===== config.mk =====
export PLATFORM = sky130hd
export DESIGN_NAME = rca_serial_n
export DESIGN_NICKNAME = d
export VERILOG_FILES = /design/src/rtl/rca_serial_n.sv
export SDC_FILE = /design/constraint.sdc
export NUM_CORES = 1
export LEC_CHECK = 0
export CAP_MARGIN = 20
export CORE_ASPECT_RATIO = 0.6
export CORE_UTILIZATION = 31
export DETAILED_ROUTE_END_ITERATION = 7
export PLACE_DENSITY = 0.51
export SETUP_SLACK_MARGIN = 0.05
export SLEW_MARGIN = 20
export SYNTH_ARGS = -nofsm -noshare
export SYNTH_HDL_FRONTEND = slang
export SYNTH_SLANG_ARGS = --single-unit

===== constraint.sdc =====
create_clock -name clk -period 3.1 [get_ports clk]
set_input_delay 0.93 -clock clk [delete_from_list [all_inputs] [get_ports clk]]
set_output_delay 0.93 -clock clk [all_outputs]
set_load 0.02 [all_outputs]

===== src/rtl/rca_serial_n.sv =====
// rca_serial_n -- digit-serial ripple-carry adder.
//
// Adds two WIDTH-bit operands DIGIT bits per clock. The carry between digits
// is held in a register. Operands are captured on the input handshake, so
// the inputs are free to change while the sum is being built. The result is
// held until the output handshake completes.
//
// Parameters:
//   WIDTH  operand and sum width in bits (default 16)
//   DIGIT  bits added per clock; WIDTH must be a multiple of DIGIT (default 4)
//
// Ports:
//   clk        in   rising-edge clock
//   rst_n      in   synchronous active-low reset
//   in_valid   in   A, B, Cin present
//   in_ready   out  adder idle and able to accept operands
//   A, B       in   WIDTH-bit operands
//   Cin        in   carry into digit 0
//   out_valid  out  SUM/Cout hold a completed result
//   out_ready  in   consumer takes the result
//   SUM        out  A+B+Cin mod 2^WIDTH
//   Cout       out  carry out of bit WIDTH-1
//   OVF        out  signed overflow of the sum (only with RCA_SERIAL_OVF_EN)
//
// Optional feature macro: RCA_SERIAL_OVF_EN adds the OVF output.

module rca_serial_n #(
  parameter int WIDTH = 16,
  parameter int DIGIT = 4
) (
  input  logic             clk,
  input  logic             rst_n,
  input  logic             in_valid,
  output logic             in_ready,
  input  logic [WIDTH-1:0] A,
  input  logic [WIDTH-1:0] B,
  input  logic             Cin,
  output logic             out_valid,
  input  logic             out_ready,
  output logic [WIDTH-1:0] SUM,
  output logic             Cout
`ifdef RCA_SERIAL_OVF_EN
  ,
  output logic             OVF
`endif
);

  localparam int NDIG  = WIDTH / DIGIT;
  localparam int CNT_W = (NDIG > 1) ? $clog2(NDIG) : 1;

  generate
    if (DIGIT < 1 || DIGIT > WIDTH || (WIDTH % DIGIT) != 0) begin : g_bad_params
      $error("rca_serial_n: WIDTH must be a positive integer multiple of DIGIT");
    end
  endgenerate

  typedef enum logic [1:0] {IDLE, RUN, DONE} state_t;

  state_t                       state;
  logic [CNT_W-1:0]             cnt;
  logic                         carry;
  // Operands and sum are stored digit-indexed so the active digit is
  // selected directly by the counter.
  logic [NDIG-1:0][DIGIT-1:0]   a_reg;
  logic [NDIG-1:0][DIGIT-1:0]   b_reg;
  logic [NDIG-1:0][DIGIT-1:0]   sum_reg;

  logic [DIGIT-1:0]             a_dig;
  logic [DIGIT-1:0]             b_dig;
  logic [DIGIT:0]               dsum;
  logic                         last_dig;

  assign in_ready = (state == IDLE);
  assign SUM      = sum_reg;

  always_comb begin
    a_dig    = a_reg[cnt];
    b_dig    = b_reg[cnt];
    dsum     = {1'b0, a_dig} + {1'b0, b_dig} + {{DIGIT{1'b0}}, carry};
    last_dig = (cnt == CNT_W'(NDIG - 1));
  end

`ifdef RCA_SERIAL_OVF_EN
  // Carry into the digit's top bit is recovered as a^b^s of that bit; XOR
  // with the digit carry-out gives the two's-complement overflow.
  logic top_ovf;
  assign top_ovf = a_dig[DIGIT-1] ^ b_dig[DIGIT-1] ^ dsum[DIGIT-1] ^ dsum[DIGIT];
`endif

  always_ff @(posedge clk) begin
    if (!rst_n) begin
      state     <= IDLE;
      cnt       <= '0;
      carry     <= 1'b0;
      a_reg     <= '0;
      b_reg     <= '0;
      sum_reg   <= '0;
      Cout      <= 1'b0;
      out_valid <= 1'b0;
`ifdef RCA_SERIAL_OVF_EN
      OVF       <= 1'b0;
`endif
    end else begin
      case (state)
        IDLE: begin
          if (in_valid) begin
            a_reg <= A;
            b_reg <= B;
            carry <= Cin;
            cnt   <= '0;
            state <= RUN;
          end
        end
        RUN: begin
          sum_reg[cnt] <= dsum[DIGIT-1:0];
          carry        <= dsum[DIGIT];
          cnt          <= cnt + 1'b1;
          if (last_dig) begin
            Cout      <= dsum[DIGIT];
            out_valid <= 1'b1;
`ifdef RCA_SERIAL_OVF_EN
            OVF       <= top_ovf;
`endif
            state     <= DONE;
          end
        end
        DONE: begin
          if (out_ready) begin
            out_valid <= 1'b0;
            state     <= IDLE;
          end
        end
        default: state <= IDLE;
      endcase
    end
  end

endmodule

==> metrics.md <==
| Metric | Value |
|---|---|
| Number of failing setup endpoints in the final timing report | `0` |
| Mapped Cells | `274` |
| Total vias in the final route | `1993` |
| Max Transition Viols Final | `0` |
| Overall global routing resource usage | `0.145` |
| Share of flip-flops with an asynchronous set or reset | `0` |
| Top-area cell type share of the netlist area | `0.415` |
| Setup slack of the worst register-to-register path | `0.59 ns` |
| Leak pwr | `0.00132 uW` |
| Drt first-iter violations | `101` |
| Global-route wire length before repair | `9820 um` |
| Clock Latency Late Sink | `0.29 ns` |
| Nets | `367` |
| FF-to-FF End | `SUM[14]` |
| Maximum clock skew at final layout | `0.00483 ns` |
| Maximum fanout count along the critical path | `7` |
| Antenna diode count | `0` |
| Start-to-end type of the worst setup path | `register to register` |
| Tcrit/Tclk final | `0.808` |
| Required time of the worst setup path | `3.29 ns` |
| Met3 wirelength from detailed routing | `392 um` |
| Result of the run | `complete, no violations` |
| R2r startpoint | `cnt[0]` |
| Routed metal-1 wire length | `3240 um` |
| Library cell with the highest instance count after synthesis | `sky130_fd_sc_hd__nand2_1` |
| Largest net degree at the start of global routing | `47` |
| Routed length on met2 | `2100 um` |
| Count of buffers inserted at the top-level ports | `55` |
| Core utilization of the finished layout | `0.419` |
| Starting density of the core | `0.329` |
| Post-DR vias/cell | `4.63` |
| Least-Margin Pin Slew | `0.417 ns` |
| End point of the critical path | `SUM[14]` |
| Die Outline Area | `8940 um^2` |
| DR top layer | `met4` |
| WL per Instance | `13.5 um` |
| Area Growth Syn to Fin | `27.6%` |
| Mean post-synth cell area | `9.68 um^2` |
| Type of the tightest min-delay check | `register to register` |
| TritonCTS clock tree | `built` |
| Iteration count of the initial detailed-routing pass | `4` |
| Synth warnings | `0` |
| Placed cells | `422` |
| Count of hold-fix buffers inserted at cts | `0` |
| Area of the core | `8070 um^2` |
| Minimum clock period after layout | `2.51 ns` |
| Setup tns final | `0 ns` |
| Estimated wirelength of the detail-placed design | `4260 um` |
| Share of layout cells above drive strength 1 | `0.118` |
| Clock Sinks | `55` |
| Total overflow reported by the global router | `0` |
| Drt drc | `0` |
| Startpoint of the most critical setup path | `cnt[0]` |
| Buffer levels on the longest clock path | `2` |
| Arrival time worst endpoint | `2.69 ns` |
| Setup repair after global routing missed its margin | `no` |
| Hold violation total from the final report | `0` |
| Num ports | `56` |
| Number of global-route vias before repair | `1930` |
| Worst setup EP type | `register` |
| Number of buffers inserted during clock tree synthesis | `5` |
| # resized after CTS | `0` |
| Global placement routability congestion | `0.684` |
| Area contributors post-synth | `sky130_fd_sc_hd__dfxtp_1, sky130_fd_sc_hd__nand2_1, sky130_fd_sc_hd__mux4_2` |
| Relative max-transition margin | `0.722` |
| Core Rows | `25` |
| Non-Filler Cell Area, Final | `3380 um^2` |
| Launching element type of the critical path | `register` |
| CTS clk-pin slew, worst paths | `0.07 ns` |
| Antenna violations before repair | `0` |
| Most numerous cell types in the synthesized netlist | `sky130_fd_sc_hd__nand2_1, sky130_fd_sc_hd__dfxtp_1, sky130_fd_sc_hd__a21boi_1` |
| Synthesized Nets | `320` |
| Achievable Freq | `399 MHz` |
| Number of register bits inferred by synthesis | `55` |
| DRT Wirelength | `5800 um` |
| Post-Syn Area | `2650 um^2` |
| Die span in y | `73.6 um` |
| Main flop type after synthesis | `sky130_fd_sc_hd__dfxtp_1` |
| Ratio of total power to cell area | `473 nW/um^2` |
| Cell count of the worst reg-to-reg path | `8` |
| Post-synthesis cell type with the largest combined area | `sky130_fd_sc_hd__dfxtp_1` |
| Die outline width | `121 um` |
| Unique cell type count in the Yosys netlist | `36` |
| Fin cells | `430` |
| CTS Root Buffer Type | `sky130_fd_sc_hd__clkbuf_16` |
| Pre-CTS setup slack | `0.590 ns` |
| Postcts setup bufs | `0` |
| Count of flip-flops with a built-in enable after synthesis | `0` |
| Seq/Total Area, Yosys | `0.415` |
| Area post-placement | `3220 um^2` |
| Post-route worst setup slack | `0.595 ns` |
| Max-cap violations | `0` |
| Largest vdd supply drop | `220 uV` |
| Antenna viol nets, final | `0` |
| CTS H-tree lvls | `2` |
[layout by cell type (no fill, tap or decap), drive strengths merged, types with 5 or more instances in the layout]
cell type / count
buf: 6
clkbuf: 7
o211a: 8
nand4: 5
mux2i: 5
dfxtp: 55
ha: 7
nor2b: 7
clkdlybuf4s50: 55
mux4: 8
nand2: 85
inv: 7
a21boi: 35
[where the power goes]
part,internal (uW),switching (uW)
Clock,344,250
Combinational,125,115
Sequential,741,23.9
[routing by layer]
layer / up-vias / GRT usage
met5: - / 0
met4: 0 / 0.0494
met3: 8 / 0.0404
li1: 1024 / -
met1: 909 / 0.221
met2: 52 / 0.192
[cell families (layout without fill, tap and decap cells)]
logic type,count (synthesis),in the layout,share of synthesized area
AND/OR/NAND/NOR,113,113,0.202
AO/OA/AOI/OAI,55,55,0.175
flip-flops,55,55,0.415
buffers and inverters,28,76,0.0698
multiplexers,13,13,0.0868
adder cells (fa/ha/maj),9,9,0.0481
XOR/XNOR,1,1,0.00330
[final cells by class]
cell class	count	area (um^2)
well taps	108	135
repair buffers	61	596
clock inverters	1	7.51
clock buffers	7	153
fillers	804	4690
inverters	7	26.3
multi-input cells	191	1370
flip-flops and latches	55	1100
[worst max-delay path: stages, from the launching register on]
cell,delay (ns)
sky130_fd_sc_hd__dfxtp_1,0.54
sky130_fd_sc_hd__mux4_2,0.56
sky130_fd_sc_hd__inv_1,0.08
sky130_fd_sc_hd__fa_1,0.17
sky130_fd_sc_hd__inv_1,0.05
sky130_fd_sc_hd__fa_1,0.39
sky130_fd_sc_hd__xnor2_1,0.36
sky130_fd_sc_hd__nand2_1,0.10
sky130_fd_sc_hd__o211a_1,0.14
[through the flow]
step                      total power, uW  hold slack (ns)
after floorplan                       933            0.432
after global placement               1020            0.441
after detailed placement             1020            0.445
after CTS                            1620            0.454
after global routing                 1680            0.471
final                                1600            0.452
[worst min path at each step]
stage               cells after the start       from  slack, ns        end
finish                                  2   a_reg[7]       0.45   a_reg[7]
global route                            2  b_reg[11]       0.47  b_reg[11]
CTS                                     2  b_reg[11]       0.45  b_reg[11]
detailed placement                      2  b_reg[11]       0.44  b_reg[11]
global placement                        2   b_reg[3]       0.44   b_reg[3]
floorplan                               2  a_reg[11]       0.43  a_reg[11]
Power figures use the tool's default switching activity.
